### src/rtl/mult_add_acc_pipe.sv
// Pipelined unsigned multiply-add / multiply-accumulate with first/last framing,
// optional product register stages and a sticky accumulator carry-out flag.
module mult_add_acc_pipe #(
  parameter  int WIDTH     = 18,
  parameter  int PIPE      = 0,
  parameter  int GUARD     = 8,
  localparam int ACC_WIDTH = 2*WIDTH + GUARD
) (
  input  logic                 clk,
  input  logic                 rst,
  input  logic                 ce,
  input  logic                 sclr,
  input  logic                 in_valid,
  input  logic                 mode,
  input  logic                 first,
  input  logic                 last,
  input  logic [WIDTH-1:0]     a,
  input  logic [WIDTH-1:0]     b,
  input  logic [WIDTH-1:0]     c,
  output logic                 out_valid,
  output logic [ACC_WIDTH-1:0] p,
  output logic                 acc_ovf
);

  typedef struct packed {
    logic                 valid;
    logic                 mode;
    logic                 first;
    logic                 last;
    logic [WIDTH-1:0]     c;
    logic [2*WIDTH-1:0]   prod;
  } beat_t;

  logic [WIDTH-1:0] a_q, b_q, c_q;
  logic             valid_q, mode_q, first_q, last_q;

  always_ff @(posedge clk or posedge rst) begin
    if (rst) begin
      a_q     <= '0;
      b_q     <= '0;
      c_q     <= '0;
      valid_q <= 1'b0;
      mode_q  <= 1'b0;
      first_q <= 1'b0;
      last_q  <= 1'b0;
    end else if (sclr) begin
      a_q     <= '0;
      b_q     <= '0;
      c_q     <= '0;
      valid_q <= 1'b0;
      mode_q  <= 1'b0;
      first_q <= 1'b0;
      last_q  <= 1'b0;
    end else if (ce) begin
      a_q     <= a;
      b_q     <= b;
      c_q     <= c;
      valid_q <= in_valid;
      mode_q  <= mode;
      first_q <= first;
      last_q  <= last;
    end
  end

  beat_t stage0;
  beat_t head;

  always_comb begin
    stage0       = '0;
    stage0.valid = valid_q;
    stage0.mode  = mode_q;
    stage0.first = first_q;
    stage0.last  = last_q;
    stage0.c     = c_q;
    stage0.prod  = {{WIDTH{1'b0}}, a_q} * {{WIDTH{1'b0}}, b_q};
  end

  // With PIPE=0 the product feeds the OUT stage combinationally from the IN registers.
  if (PIPE == 0) begin : g_no_pipe
    always_comb head = stage0;
  end else begin : g_pipe
    beat_t pipe_q [PIPE];

    always_ff @(posedge clk or posedge rst) begin
      if (rst) begin
        for (int unsigned i = 0; i < PIPE; i++) pipe_q[i] <= '0;
      end else if (sclr) begin
        for (int unsigned i = 0; i < PIPE; i++) pipe_q[i] <= '0;
      end else if (ce) begin
        pipe_q[0] <= stage0;
        for (int unsigned i = 1; i < PIPE; i++) pipe_q[i] <= pipe_q[i-1];
      end
    end

    always_comb head = pipe_q[PIPE-1];
  end

  logic [ACC_WIDTH-1:0] acc;
  logic [2*WIDTH-1:0]   madd;
  logic [ACC_WIDTH:0]   madd_ext;
  logic [ACC_WIDTH:0]   sum;
  logic                 ovf_next;

  always_comb begin
    madd     = head.prod + {{WIDTH{1'b0}}, head.c};
    madd_ext = {{(GUARD+1){1'b0}}, madd};
    sum      = (head.first ? '0 : {1'b0, acc}) + madd_ext;
    ovf_next = (head.first ? 1'b0 : acc_ovf) | sum[ACC_WIDTH];
  end

  always_ff @(posedge clk or posedge rst) begin
    if (rst) begin
      acc       <= '0;
      p         <= '0;
      out_valid <= 1'b0;
      acc_ovf   <= 1'b0;
    end else if (sclr) begin
      acc       <= '0;
      p         <= '0;
      out_valid <= 1'b0;
      acc_ovf   <= 1'b0;
    end else if (ce) begin
      out_valid <= 1'b0;
      if (head.valid) begin
        if (!head.mode) begin
          p         <= madd_ext[ACC_WIDTH-1:0];
          out_valid <= 1'b1;
        end else begin
          acc     <= sum[ACC_WIDTH-1:0];
          acc_ovf <= ovf_next;
          if (head.last) begin
            p         <= sum[ACC_WIDTH-1:0];
            out_valid <= 1'b1;
          end
        end
      end
    end
  end

endmodule

### config.mk
export PLATFORM = sky130hd
export DESIGN_NAME = mult_add_acc_pipe
export DESIGN_NICKNAME = d
export VERILOG_FILES = /design/src/rtl/mult_add_acc_pipe.sv
export SDC_FILE = /design/constraint.sdc
export NUM_CORES = 1
export LEC_CHECK = 0
export CAP_MARGIN = 40
export CORE_AREA = 4 4 197 199
export DETAILED_ROUTE_END_ITERATION = 7
export DIE_AREA = 0 0 201 203
export GPL_TIMING_DRIVEN = 0
export PLACE_DENSITY_LB_ADDON = 0.2
export RECOVER_POWER = 50
export SLEW_MARGIN = 5
export SYNTH_ARGS = -nofsm -noshare
export SYNTH_HDL_FRONTEND = slang
export SYNTH_SLANG_ARGS = --single-unit
### constraint.sdc
create_clock -name clk -period 8.6 [get_ports clk]
set_clock_uncertainty 0.2 [all_clocks]
set_input_delay 1.72 -clock clk [delete_from_list [all_inputs] [get_ports clk]]
set_output_delay 1.72 -clock clk [all_outputs]
set_load 0.03 [all_outputs]
==> results of run 1 <==
-- worst max path at each step --
| stage | cells past startpoint | to | slack (ns) |
|---|---|---|---|
| 6_report | 36 | acc[40] | -0.40 |
| 4_1_cts | 36 | acc[40] | -0.42 |
| 2_1_floorplan | 34 | acc[42] | 0.009 |
| 5_1_grt | 36 | acc[40] | -0.67 |
| 3_5_place_dp | 35 | p[42] | -2.11 |
| 3_3_place_gp | 33 | acc[38] | -1.96 |
-- logic make-up after synthesis --
family                     after synthesis  synth area share, %
DFF                                    148                18.40
AOI/OAI and AO/OA                      299                9.423
muxes                                   81                4.034
buffers and inverters                  510                9.541
and+or+nand+nor                        759                18.29
xor gates and xnor gates                76                3.412
adders and majority gates              430                36.91
-- area by class of cell --
cell class / instances / area, µm²
Fill cell: 3114 / 13110
Multi-Input combinational cell: 1645 / 15140
Buffer: 98 / 578.1
Clock inverter: 15 / 187.7
Timing Repair Buffer: 219 / 2019
Sequential cell: 148 / 3750
Inverter: 379 / 1424
Clock buffer: 17 / 425.4
Tap cell: 474 / 593.1
-- timing repair --
item,CTS,global route
setup endpoints to repair,51,37
resized for setup,185,60
setup buffers,83,29
pin swaps,62,65
-- power by group through the flow --
stage	clock network (mW)	registers (mW)	logic [mW]
final	0.826	0.759	1.30
after global routing	0.865	0.761	1.43
after CTS	0.830	0.759	1.23
after detailed placement	0	0.754	1.11
after global placement	0	0.754	1.09
after floorplan	0	0.761	0.744
-- cells in the final DEF, fill, tap and decap left out, drive strengths merged, types with 4 or more instances in the layout --
master and count:
o21bai 6, and3 11, ha 157, a311oi 5, nand2 289, a211oi 38, a21o 23, o21a 9
a31oi 16, nand3 20, dfrtp 148, or4 7, nor2 135, xnor2 45, o211ai 17, xor2 30
o2111ai 4, buf 129, clkdlybuf4s50 104, clkbuf 100, nor3 13, or2 4, and2 185, nor2b 50
fa 273, mux2i 80, clkinv 4, nand4 13, o31ai 5, o21ai 45, a21oi 109, nand2b 11
inv 386, or3 10
-- registers in the layout, summed over array words and instances, names as in the netlist --
register / cells
last_q: 1
b_q: 18
p: 44
acc: 44
first_q: 1
out_valid: 1
mode_q: 1
acc_ovf: 1
a_q: 18
valid_q: 1
c_q: 18
-- worst min-delay path, stage by stage, from the launching register on --
cell and delay [ns]:
dfrtp_1 0.36, nand2_1 0.05, o31ai_1 0.06
-- layer usage --
metal  vias up  wire length (µm)  GRT usage (%)  share of wire [%]
li1       7668                 -              -                  -
met5         -                 0              0                  0
met4         0              3326          14.26                5.2
met1      8536             26550          42.92                 42
met3       160              4507          6.277                7.0
met2       658             29580          51.18                 46
-- through the flow --
| step | area (µm²) | setup WS [ns] | hold slack (ns) |
|---|---|---|---|
| after floorplan | 20160 | 0.009438 | 0.2725 |
| after global placement | 21800 | -1.965 | 0.2707 |
| after detailed placement | 21900 | -2.108 | 0.2700 |
| after CTS | 23660 | -0.4227 | 0.2986 |
| after global routing | 24120 | -0.6728 | 0.3338 |
| final | 24120 | -0.4005 | 0.2998 |
==> flow_summary.toml, run 1 <==
[power]
p_comb_share_pct = 45.1
switching_share_pct = 42.55
power_frac_seq_pct = 26.3
p_clk_share_pct = 28.6
p_int_mw = 1.658
power_leakage_nw = 11.78
power.density_nw_per_um2 = 119.6
netSwitchingPower_mw = 1.228
ir_drop_mv = 0.1572
total_power_mw = 2.886

[finish]
n_antenna_cell = 0
drive_gt1_share_pct = 12.93
instances_no_fill = 2995
final_util_pct = 64.79
layout.nets = 3000
area_growth_pct = 19.80

[grt]
overflow = 0
grt_first_pass_wirelength_mm = 102.3
antenna_found_initial = 0
grt_max_degree = 107
grt_pass1_vias = 18230
grt_usage_pct = 32.08

[setup_path]
cp_num_buf_inv = 9
r2r-end = "acc[40]"
crit_path_frequent_cell = "fa_1"
crit_path_start = "a_q[9]"
cp-start-kind = "flip-flop"
cp-end-kind = "flip-flop"
cpPeakStageDelay_ns = 0.58
worstSetupPathType = "flip-flop to flip-flop"
reg2reg_from = "a_q[9]"
crit_fanout = 8
critPathTopFamily = "adder cells"
cpMaxStageDelayCell = "fa_2"
cp.required_ns = 8.79
ff2ff_path_depth = 36
r2r_slack_ns = -0.40
cp.arrival_ns = 9.19

[sta]
post-route-period-util_pct = 104.7
worst_pin_slew_ns = 2.758
fin_crit_ns = 9.001
fmax_ghz = 0.1111
finalHoldViolations = 0
finalMaxSlewViolations = 151
tns_ns = -5.645
worst_slew_margin_rel_pct = -83.84
finalSetupViolations = 22
setup_ws_ns = -0.4005
rsz0062_at_grt = "true"

[route]
drtAntennaViolNets = 0
drtPass1Iterations = 6
drc_errors = 0
via_per_inst = 5.683
routed_wl_mm = 63.96
detail_route.wl_per_cell_um = 21.36
vias = 17020
first_iter_violations = 1273

[synth]
synth_area_um2 = 20130
synth_warnings = 0
yosys.area.top_type = "fa_1"
synth_common_cells = "inv_1 (378), nand2_1 (289), fa_1 (273)"
synth.area.top_cells = "fa_1 (27%), dfrtp_1 (18%), ha_1 (9.8%)"
synth_area_per_cell_um2 = 8.741
synth_cells = 2303
synth_edf_count = 0
synth.net_count = 2795
synthDistinctLibCells = 61
yosysMostFrequentCell = "inv_1"
synthArstFlopShare_pct = 100.0
synth_seq_cells = 148
synth_top_cell_area_share_pct = 27.15
seq_area_frac_synth_pct = 18.40
synth-main-ff-cell = "dfrtp_1"

[worst_hold_path]
hold_path.class = "flip-flop to flip-flop"
whs_endpoint = "p[37]"
min-delay-start = "p[37]"
min_path_cells = 2

[status]
violations = "capacitance limit, slew limit, setup timing"
status = "finished, violations left"

[job]
drv_cap = 2

[die]
die_w_um = 201
start_util_pct = 54.08
core_um2 = 37220
die_height_um = 203
pin_count = 108
core.rowCount = 71
die-area_um2 = 40800

[clock_network]
htreeDepth = 4
clk_pin_slew_ns = 0.08
clk_latency_ns = 0.48
cts_inserted_buffers = 17
cts_sinks = 148
clockBufferDepth = 2
cts_root_buffer = "clkbuf_16"
cts_tree = "done"
hold_buffers = 0

[placement]
gp_congestion = 0.9384
dp.cells = 2888
io_buffers = 105
dp_hpwl_mm = 48.07
No activity file was read; power rests on OpenSTA's default activity.
==> inputs of run 2 (changes only) <==
- clock period: 8.6 -> 11.5 ns (I/O delays scaled with it)
==> run 2 against run 1 <==
  * Die area unchanged
  * Fmax fell by 16%
  * Cell count shrank 2.4%
  * The run ends with capacitance limit, slew limit left
  * Via count shrank 3.7%
  * Power fell by 32%
==> flow_summary.toml, run 2 (synthesis gave the netlist of run 1 again) <==
[status]
status = "finished, violations left"
violations = "capacitance limit, slew limit"

[die]
die_height_um = 203
pin_count = 108
die-area_um2 = 40800
die_w_um = 201
core.rowCount = 71
core_um2 = 37220
start_util_pct = 54.08

[finish]
drive_gt1_share_pct = 2.329
reg_top3 = "acc x44, p x44"
fin_area_um2 = 22460
layout_commonest_cell = "inv_1"
layout.nets = 2926
layout_common_cells = "inv_1 (377), nand2_1 (289), fa_1 (273), and2_1 (185), ha_1 (157)"
area_growth_pct = 11.55

[grt]
grt.busiest_layer = "met2"
grt_usage_pct = 30.28
antenna_found_initial = 0
met3_usage_pct = 4.488
gr-usage-met1_pct = 41.10
gr-usage-met2_pct = 49.70
overflow = 0
grt_pass1_vias = 17350
grt_max_degree = 111
grt_first_pass_wirelength_mm = 96.83

[power]
power_leakage_nw = 11.04
power.density_nw_per_um2 = 88.01
ir_drop_mv = 0.1133

[sta]
post-route-period-util_pct = 93.16
fmax_ghz = 0.09334
finalSetupViolations = 0
finalHoldViolations = 0
whs_ns = 0.2898
fin_crit_ns = 10.71
worst_pin_slew_ns = 6.198
tns_ns = 0
worst_slew_margin_rel_pct = -313.2
finalMaxSlewViolations = 151
rsz0062_at_grt = "false"

[clock_network]
postCtsSetupBuffers = 0
cts_root_buffer = "clkbuf_16"
cts.repair.resized = 0
cts_tree = "done"
clockBufferDepth = 2
clk_pin_slew_ns = 0.08
htreeDepth = 4
cts_inserted_buffers = 17
hold_buffers = 0
cts_sinks = 148
clk_latency_ns = 0.48

[placement]
gp_congestion = 0.9490
dp_hpwl_mm = 47.85
io_buffers = 105
place_area_um2 = 21900

[setup_path]
crit_path_frequent_cell = "fa_1"
cp-start-kind = "flip-flop"
cpPeakStageDelay_ns = 0.64
crit_fanout = 10
cp.required_ns = 11.70
r2r_slack_ns = 0.79
crit_path_start = "b_q[5]"
cp-end-kind = "flip-flop"
cp-endpoint = "acc[42]"
worstSetupPathType = "flip-flop to flip-flop"
reg2reg_from = "b_q[5]"
cpMaxStageDelayCell = "clkbuf_1"
ff2ff_path_depth = 38
r2r-end = "acc[42]"
cp.arrival_ns = 10.91

[worst_hold_path]
min-delay-start = "p[41]"
hold_path.class = "flip-flop to flip-flop"

[route]
drc_errors = 0
drtPass1Iterations = 5
drtAntennaViolNets = 0
first_iter_violations = 1059
detail_route.wl_per_cell_um = 20.46
vias = 16400
via_per_inst = 5.613
routed_wl_mm = 59.79

[job]
drv_cap = 2
run 2: worst min path at each step:
stage | endpoint | depth (start not counted)
floorplan | acc[18] | 2
CTS | p[41] | 2
global route | acc_ovf | 1
detailed placement | p[37] | 2
finish | p[41] | 2
global placement | p[43] | 2
run 2: per-layer routing:
layer,share of wire [%],vias to the layer above
li1,-,7511
met1,43,8235
met2,47,540
met3,5.9,114
met4,3.8,0
met5,0,-
run 2: final cells by class:
| type | instances | area [µm²] |
|---|---|---|
| timing repair buffer | 114 | 1134 |
| sequential | 148 | 3704 |
| fill | 3306 | 14770 |
| clock inverter | 15 | 176.4 |
| multi-input combinational | 1645 | 14510 |
| buffer | 129 | 491.7 |
| antenna | 1 | 2.502 |
| clock buffer | 17 | 425.4 |
| inverter | 379 | 1424 |
| tap | 474 | 593.1 |
run 2: critical path, delay by kind of cell, from the launching register on:
family                   cells  cell delay [ns]
flip-flops                   1             0.33
AO/OA/AOI/OAI               10             2.54
buffers and inverters        7             1.60
adder cells (fa/ha/maj)      8             3.32
XOR/XNOR                     1             0.15
AND/OR/NAND/NOR             12             2.48
run 2: where the power goes:
part           internal [mW]  switching [mW]
clock                  0.293           0.296
sequential             0.538          0.0180
combinational          0.293           0.538
total                   1.12           0.852
run 2: per-stage QoR:
step | total power, mW | worst slack, ns | util, % | instances
floorplan | 1.123 | 2.761 | - | 2303
global placement | 1.372 | 0.8670 | 58.50 | 2882
detailed placement | 1.385 | 0.7094 | 58.85 | 2891
CTS | 1.988 | 0.6899 | 60.46 | 2923
global route | 2.104 | 0.005191 | 60.32 | 2921
finish | 1.976 | 0.7864 | 60.33 | 2922
